===== src/rtl/hazard_scoreboard.sv =====
// D-stage hazard unit: tracks in-flight register writers and the mul/div unit,
// raises stall and selects the D-stage bypass source for rs/rt.
module hazard_scoreboard #(
  parameter int STAGES     = 3,
  parameter int REG_W      = 5,
  parameter int T_W        = 2,
  parameter int MUL_CYCLES = 5,
  parameter int DIV_CYCLES = 10,
  parameter int FS_W       = $clog2(STAGES + 1)
) (
  input  logic             clk,
  input  logic             reset,
  input  logic             hold,
  input  logic             issue_valid,
  input  logic [REG_W-1:0] issue_dst,
  input  logic [T_W-1:0]   issue_tnew,
  input  logic [REG_W-1:0] rs_addr,
  input  logic [REG_W-1:0] rt_addr,
  input  logic             rs_used,
  input  logic             rt_used,
  input  logic [T_W-1:0]   rs_tuse,
  input  logic [T_W-1:0]   rt_tuse,
  input  logic             uses_md,
  input  logic             md_start,
  input  logic             md_is_div,
  output logic             stall,
  output logic [FS_W-1:0]  fwd_sel_rs,
  output logic [FS_W-1:0]  fwd_sel_rt,
  output logic             md_busy
);

  localparam int MD_MAX = (MUL_CYCLES > DIV_CYCLES) ? MUL_CYCLES : DIV_CYCLES;
  localparam int MD_W   = $clog2(MD_MAX + 1);

  logic [STAGES-1:0] vld_q, vld_d;
  logic [REG_W-1:0]  dst_q  [STAGES];
  logic [REG_W-1:0]  dst_d  [STAGES];
  logic [T_W-1:0]    tnew_q [STAGES];
  logic [T_W-1:0]    tnew_d [STAGES];
  logic [MD_W-1:0]   md_cnt_q, md_cnt_d;
  logic              md_busy_q;

  logic [STAGES-1:0] rs_match_s, rt_match_s;
  logic              rs_hit_s, rt_hit_s;
  logic [FS_W-1:0]   rs_code_s, rt_code_s;
  logic [T_W-1:0]    rs_tnew_s, rt_tnew_s;
  logic              rs_dstall_s, rt_dstall_s, md_stall_s, stall_s;

  function automatic logic [T_W-1:0] sat_dec(input logic [T_W-1:0] t);
    logic [T_W-1:0] r;
    if (t == {T_W{1'b0}}) begin
      r = {T_W{1'b0}};
    end else begin
      r = t - T_W'(1);
    end
    return r;
  endfunction

  // Per-slot operand match; $0 and unread operands never match.
  always_comb begin
    rs_match_s = {STAGES{1'b0}};
    rt_match_s = {STAGES{1'b0}};
    for (int i = 0; i < STAGES; i++) begin
      rs_match_s[i] = vld_q[i] && (dst_q[i] == rs_addr) &&
                      (rs_addr != {REG_W{1'b0}}) && rs_used;
      rt_match_s[i] = vld_q[i] && (dst_q[i] == rt_addr) &&
                      (rt_addr != {REG_W{1'b0}}) && rt_used;
    end
  end

  // Priority pick: scanning oldest to youngest lets the youngest match win.
  always_comb begin
    rs_hit_s  = 1'b0;
    rt_hit_s  = 1'b0;
    rs_code_s = {FS_W{1'b0}};
    rt_code_s = {FS_W{1'b0}};
    rs_tnew_s = {T_W{1'b0}};
    rt_tnew_s = {T_W{1'b0}};
    for (int i = STAGES - 1; i >= 0; i--) begin
      rs_hit_s  = rs_match_s[i] | rs_hit_s;
      rs_code_s = rs_match_s[i] ? FS_W'(i + 1) : rs_code_s;
      rs_tnew_s = rs_match_s[i] ? tnew_q[i] : rs_tnew_s;
      rt_hit_s  = rt_match_s[i] | rt_hit_s;
      rt_code_s = rt_match_s[i] ? FS_W'(i + 1) : rt_code_s;
      rt_tnew_s = rt_match_s[i] ? tnew_q[i] : rt_tnew_s;
    end
  end

  // Stall and bypass select, evaluated on the current (possibly frozen) slots.
  always_comb begin
    rs_dstall_s = rs_hit_s && (rs_tnew_s > rs_tuse);
    rt_dstall_s = rt_hit_s && (rt_tnew_s > rt_tuse);
    md_stall_s  = uses_md && (md_busy_q || md_start);
    stall_s     = issue_valid && (rs_dstall_s || rt_dstall_s || md_stall_s);
    if (rs_hit_s && (rs_tnew_s == {T_W{1'b0}}) && !stall_s) begin
      fwd_sel_rs = rs_code_s;
    end else begin
      fwd_sel_rs = {FS_W{1'b0}};
    end
    if (rt_hit_s && (rt_tnew_s == {T_W{1'b0}}) && !stall_s) begin
      fwd_sel_rt = rt_code_s;
    end else begin
      fwd_sel_rt = {FS_W{1'b0}};
    end
  end

  assign stall   = stall_s;
  assign md_busy = md_busy_q;

  // Slot advance and mul/div countdown; the countdown ignores hold.
  always_comb begin
    vld_d  = vld_q;
    dst_d  = dst_q;
    tnew_d = tnew_q;
    if (!hold) begin
      for (int i = 1; i < STAGES; i++) begin
        vld_d[i]  = vld_q[i-1];
        dst_d[i]  = dst_q[i-1];
        tnew_d[i] = sat_dec(tnew_q[i-1]);
      end
      if (issue_valid && !stall_s && (issue_dst != {REG_W{1'b0}})) begin
        vld_d[0]  = 1'b1;
        dst_d[0]  = issue_dst;
        tnew_d[0] = issue_tnew;
      end else begin
        vld_d[0]  = 1'b0;
        dst_d[0]  = {REG_W{1'b0}};
        tnew_d[0] = {T_W{1'b0}};
      end
    end else begin
      vld_d  = vld_q;
      dst_d  = dst_q;
      tnew_d = tnew_q;
    end

    if (md_start) begin
      md_cnt_d = md_is_div ? MD_W'(DIV_CYCLES) : MD_W'(MUL_CYCLES);
    end else if (md_cnt_q != {MD_W{1'b0}}) begin
      md_cnt_d = md_cnt_q - MD_W'(1);
    end else begin
      md_cnt_d = {MD_W{1'b0}};
    end
  end

  // State registers with synchronous active-low reset.
  always_ff @(posedge clk) begin
    if (!reset) begin
      vld_q     <= {STAGES{1'b0}};
      md_cnt_q  <= {MD_W{1'b0}};
      md_busy_q <= 1'b0;
      for (int i = 0; i < STAGES; i++) begin
        dst_q[i]  <= {REG_W{1'b0}};
        tnew_q[i] <= {T_W{1'b0}};
      end
    end else begin
      vld_q     <= vld_d;
      md_cnt_q  <= md_cnt_d;
      md_busy_q <= (md_cnt_d != {MD_W{1'b0}});
      for (int i = 0; i < STAGES; i++) begin
        dst_q[i]  <= dst_d[i];
        tnew_q[i] <= tnew_d[i];
      end
    end
  end

endmodule

===== config.mk =====
export PLATFORM = sky130hd
export DESIGN_NAME = hazard_scoreboard
export DESIGN_NICKNAME = d
export VERILOG_FILES = /design/src/rtl/hazard_scoreboard.sv
export SDC_FILE = /design/constraint.sdc
export NUM_CORES = 1
export LEC_CHECK = 0
export ABC_AREA = 0
export BUFFER_PORTS_ARGS = -buffer_cell sky130_fd_sc_hd__buf_2
export CAP_MARGIN = 20
export CORE_ASPECT_RATIO = 0.75
export CORE_MARGIN = 8
export CORE_UTILIZATION = 45
export DETAILED_ROUTE_END_ITERATION = 6
export HOLD_SLACK_MARGIN = 0.08
export MAX_ROUTING_LAYER = met4
export PLACE_DENSITY = 0.72
export SETUP_SLACK_MARGIN = 0.05
export SYNTH_ARGS = -nofsm -noshare
export SYNTH_HDL_FRONTEND = slang
export SYNTH_SLANG_ARGS = --single-unit
export TNS_END_PERCENT = 10

===== constraint.sdc =====
create_clock -name clk -period 5.85 [get_ports clk]
set_clock_uncertainty 0.05 [all_clocks]
set_input_delay 1.17 -clock clk [delete_from_list [all_inputs] [get_ports clk]]
set_output_delay 1.17 -clock clk [all_outputs]
set_load 0.05 [all_outputs]

Word-level counts from Yosys, hierarchy flattened:

Index checks and enable logic that the tools add are counted.

* register bits: 29
* bits of input ports: 30
* logic and storage cells: 87

* add/sub/neg operators: 3
* $lt $le $gt $ge: 2
* equal/unequal tests: 6
* muxes and demuxes: 22
* bitwise operators: 4
* reductions and logical operators: 41

Operator list (number)
* 2-bit two-way mux: 17
* 5-bit equality test: 6
* 1-bit logical AND: 28
* 5-bit nonzero test: 3
* 4-bit two-way mux: 3
* 2-bit logical NOT: 4
* 4-bit nonzero test: 2
* 5-bit two-way mux: 1
* 2-bit > comparator: 2
* 1-bit bitwise OR: 4
* 2-bit by 1-bit subtractor with 2-bit output (second input constant): 2
* 4-bit by 1-bit subtractor with 4-bit output (second input constant): 1
* 1-bit logical OR: 3
* 1-bit logical NOT: 1
* 1-bit two-way mux: 1

Longest topological paths before layout:

* depth in word-level cells: 16
* mapped depth: 14

Least setup slack after synthesis:

OpenSTA, ideal clock, no wires.

* path type: in2out
* from: in rt_addr[0]
* to: out fwd_sel_rt[0]
* arrival time: 4.380 ns
* path slack: 0.250 ns
* cell stages on the path: 12
* cells stage by stage: buf_2 > xor2_1 > or4_1 > nor2_1 > nand2_1 > and2_1 > ha_1 > a21oi_1 > a21oi_1 > o31ai_2 > nand3_2 > a221oi_1

* cells in the longest elaborated chain, start to end: 15
* elaborated cells on any way between the ends: 31

Ends and longest elaborated chain
* start, declared: RTL line 18 `input logic [REG_W-1:0] rt_addr,`
* 5-bit equality test: RTL line 66 `rt_match_s[i] = vld_q[i] && (dst_q[i] == rt_addr) &&`
* 1-bit logical AND (2 in a row): RTL line 66
* 1-bit logical AND: RTL line 67 `(rt_addr != {REG_W{1'b0}}) && rt_used;`
* 2-bit two-way mux (3 in a row): RTL line 85 `rt_tnew_s = rt_match_s[i] ? tnew_q[i] : rt_tnew_s;`
* 2-bit > comparator: RTL line 92 `rt_dstall_s = rt_hit_s && (rt_tnew_s > rt_tuse);`
* 1-bit logical AND: RTL line 92
* 1-bit logical OR (2 in a row): RTL line 94 `stall_s = issue_valid && (rs_dstall_s || rt_dstall_s || md_stall_s);`
* 1-bit logical AND: RTL line 94
* 1-bit logical NOT: RTL line 100 `if (rt_hit_s && (rt_tnew_s == {T_W{1'b0}}) && !stall_s) begin`
* 1-bit logical AND: RTL line 100
* 2-bit two-way mux (*): RTL line 100
* end, declared: RTL line 28 `output logic [FS_W-1:0] fwd_sel_rt,`

Mark *: on every way between the ends. The rest lies on a longest branch, timed or not.

Worst setup path in the final report:

* from: in rs_addr[2]
* to: out fwd_sel_rs[0]

* cells in the longest elaborated chain, start to end: 15
* elaborated cells on any way between the ends: 31

Ends and longest elaborated chain
* start, declared: RTL line 17 `input logic [REG_W-1:0] rs_addr,`
* 5-bit equality test: RTL line 64 `rs_match_s[i] = vld_q[i] && (dst_q[i] == rs_addr) &&`
* 1-bit logical AND (2 in a row): RTL line 64
* 1-bit logical AND: RTL line 65 `(rs_addr != {REG_W{1'b0}}) && rs_used;`
* 2-bit two-way mux (3 in a row): RTL line 82 `rs_tnew_s = rs_match_s[i] ? tnew_q[i] : rs_tnew_s;`
* 2-bit > comparator: RTL line 91 `rs_dstall_s = rs_hit_s && (rs_tnew_s > rs_tuse);`
* 1-bit logical AND: RTL line 91
* 1-bit logical OR (2 in a row): RTL line 94
* 1-bit logical AND: RTL line 94
* 1-bit logical NOT: RTL line 95 `if (rs_hit_s && (rs_tnew_s == {T_W{1'b0}}) && !stall_s) begin`
* 1-bit logical AND: RTL line 95
* 2-bit two-way mux (*): RTL line 95
* end, declared: RTL line 27 `output logic [FS_W-1:0] fwd_sel_rs,`

Marked as above.

==> flow_summary.yaml <==
critical_path:
  crit_required_ns: 4.63
  timing.setup.critical_path_class: "in2out"
  critical-path-max-stage-delay_ns: 0.55
  timing.critical_path.slowest_stage_cell: "sky130_fd_sc_hd__or4_4"
  crit_top_cell: "sky130_fd_sc_hd__a21oi_1"
  worstSetupStartpointType: "primary input"
  path_max_fanout: 13
  critical_path.cell_chain: "buf_2 > or4_4 > o21ai_4 > or3_1 > a31oi_1 > a21oi_1 > ha_1 > a21oi_1 > a21oi_1 > o31ai_2 > nand3_2 > a2111oi_2 > buf_2"
  crit_arrival_ns: 4.29
  timing.critical_path.to_type: "output pin"
place:
  detailedPlace.worstSlack_ns: 0.328
  number_of_port_buffers: 35
  dp.cells: 305
  place.gp.congestion: 0.885
  place_area_sq_um: 2090
  dp_hpwl_mm: 3.56
clock_tree:
  post_cts_resized: 0
  cts.reportedPaths.clkPinSlew_ns: 0.06
  cts_sinks: 29
  clk_latency_ns: 0.27
  max-clock-path-buffers: 2
  cts_inserted_buffers: 5
  cts.htree.levels: 2
  clock-root-buffer: "sky130_fd_sc_hd__clkbuf_8"
  post_cts.repair.setup_buffers: 0
  holdBufCountCts: 0
  tritoncts: "built"
synthesis:
  synth-edff-count: 0
  netlist_instances: 223
  synth_seq_cells: 29
  synth_top_flop_cell: "sky130_fd_sc_hd__dfxtp_1"
  synth_area_leaders: "sky130_fd_sc_hd__dfxtp_1 31%, sky130_fd_sc_hd__xnor2_1 13%, sky130_fd_sc_hd__mux2i_1 6.4%, sky130_fd_sc_hd__nor2b_1 5.0%, sky130_fd_sc_hd__nand2_1 4.2%"
  syn_avg_cell_area_sq_um: 8.44
  synth_nets: 257
  post_synth_num_cell_types: 42
  synth-seq-area-share_pct: 30.8
  synth-warning-count: 0
  cell_area_synth_sq_um: 1880
  synthArstFlopShare_pct: 0
  yosysTopAreaCellShare_pct: 30.8
  synth_top_area_cell: "sky130_fd_sc_hd__dfxtp_1"
die:
  core_sq_um: 4030
  die_y_um: 72.0
  chipWidth_um: 90.7
  ios: 36
  floorplan.rows: 20
  starting_density_of_the_core_pct: 46.7
  design.die.area_sq_um: 6530
outcome:
  run_status: "completed"
finish:
  finished_layout_cells: 313
  diodes: 0
  footprint_of_the_multi_input_gates_sq_um: 1230
  drive_above_1_share_pct: 22.1
  layout.filler_cells: 401
  fin_util_pct: 54.4
  area_growth_synth_to_finish_pct: 16.5
  final-seq-area_sq_um: 581
  finalNetCount: 291
  fin_area_sq_um: 2190
sta:
  drv_slew: 0
  setup_repair_after_global_routing_missed_its_margin: "no"
  setup_viol_count_final: 0
  min_period_ns: 5.51
  timing.final.hold_violations: 0
  timing.max_slew.rel_slack_pct: 61.5
  timing.setup.tns_ns: 0
  period_utilization_post_route_pct: 94.2
  worstMarginPinSlew_ns: 0.573
  fin_ws_ns: 0.339
  fmaxAchievable_ghz: 0.181
drt:
  drt-vias-per-instance: 5.28
  routed_wl_mm: 4.46
  routed-via-count: 1654
  detailedRoute.firstIterationViolations: 111
  final_antenna_net_count: 0
  drt-wirelength-per-cell_um: 14.2
  post-route-drc-count: 0
  first_pass_iters: 4
global_route:
  global_route_wire_length_before_repair_mm: 7.51
  grt_use_total_pct: 14.3
  grt_pass1_vias: 1621
  grt_overflow_total: 0
  maximum_number_of_pins_on_one_net_before_global_route_repair: 32
  grt_antenna_before_repair: 0
hold_path:
  timing.hold.worst.class: "reg2reg"
power:
  power_leakage_nw: 0.793
  vdd_ir_drop_max_v: 0.000106
  p_per_area_nw_per_um2: 206
flow_run:
  drv.max_cap_violation_count: 0
## cells in the mapped netlist (5+ instances only)
master and instances:
sky130_fd_sc_hd__dfxtp_1 29, sky130_fd_sc_hd__xnor2_1 27, sky130_fd_sc_hd__inv_1 10, sky130_fd_sc_hd__a21oi_1 11, sky130_fd_sc_hd__nor2b_1 15, sky130_fd_sc_hd__and2_1 5
sky130_fd_sc_hd__nand2_1 21, sky130_fd_sc_hd__o21ai_0 14, sky130_fd_sc_hd__nor2_1 6, sky130_fd_sc_hd__mux2i_1 12, sky130_fd_sc_hd__nand3_1 8, sky130_fd_sc_hd__nor3_1 9
sky130_fd_sc_hd__nand4_1 5
## area by class of cell
class,instances,area share (%)
clock buffer,7,4.39
clock inverter,1,0.228
inverter,10,1.71
timing repair buffer,35,7.99
tap,55,3.14
sequential,29,26.5
multi-input combinational,176,56.1
## where the power goes
group,total (mW),internal (mW),leakage [nW],switching [mW]
Sequential,0.210,0.203,0.236,0.00693
Combinational,0.0653,0.0285,0.503,0.0368
Clock,0.177,0.106,0.0542,0.0713
## per-layer routing
layer  GRT usage (%)  vias up  part of all wire (%)
met4            4.78        0                  0.47
li1                -      860                     -
met1            18.6      738                    50
met3            3.71        4                   6.6
met2            21.0       52                    43
met5               -        -                     0
## cell usage in the layout, fill, tap and decap left out, types with 7 or more instances in the layout
cell type                  count
sky130_fd_sc_hd__buf_2        35
sky130_fd_sc_hd__dfxtp_1      29
sky130_fd_sc_hd__xnor2_1      27
sky130_fd_sc_hd__nand2_1      21
sky130_fd_sc_hd__nor2b_1      15
sky130_fd_sc_hd__o21ai_0      14
sky130_fd_sc_hd__mux2i_1      12
sky130_fd_sc_hd__a21oi_1      11
sky130_fd_sc_hd__inv_1        10
sky130_fd_sc_hd__nor3_1        9
sky130_fd_sc_hd__nand3_1       8
sky130_fd_sc_hd__clkbuf_8      7
## critical path: cells and delay by family
| family | cells | cell delay, ns |
|---|---|---|
| simple gates | 3 | 1.03 |
| buf+inv | 2 | 0.45 |
| compound gates | 7 | 1.33 |
| fa+ha+maj | 1 | 0.31 |
## state kept, by name (all words and copies together) (netlist names)
name	count
dst_q	15
tnew_q	6
md_cnt_q	4
vld_q	3
md_busy	1
## through the flow
step / total power [mW] / hold slack (ns)
after floorplan: 0.256 / 0.397
after global placement: 0.278 / 0.447
after detailed placement: 0.279 / 0.466
after CTS: 0.458 / 0.475
after global routing: 0.476 / 0.495
final: 0.453 / 0.480
## cell families after synthesis
group / share of synthesized area [%]
and+or+nand+nor: 23.7
AOI/OAI and AO/OA: 18.7
xor gates and xnor gates: 14.0
DFF: 30.8
buffers and inverters: 3.85
muxes: 6.38
adders and majority gates: 2.66
## worst paths after layout
| kind | start | end | slack [ns] | depth (start not counted) |
|---|---|---|---|---|
| worst max-delay path | rs_addr[2] | fwd_sel_rs[0] | 0.34 | 13 |
| worst min-delay path | tnew_q[5] | tnew_q[5] | 0.48 | 2 |
| worst max register to register | dst_q[14] | tnew_q[4] | 2.96 | 11 |
| worst min register to register | tnew_q[5] | tnew_q[5] | 0.48 | 2 |
(Power assumes the default switching activity.)
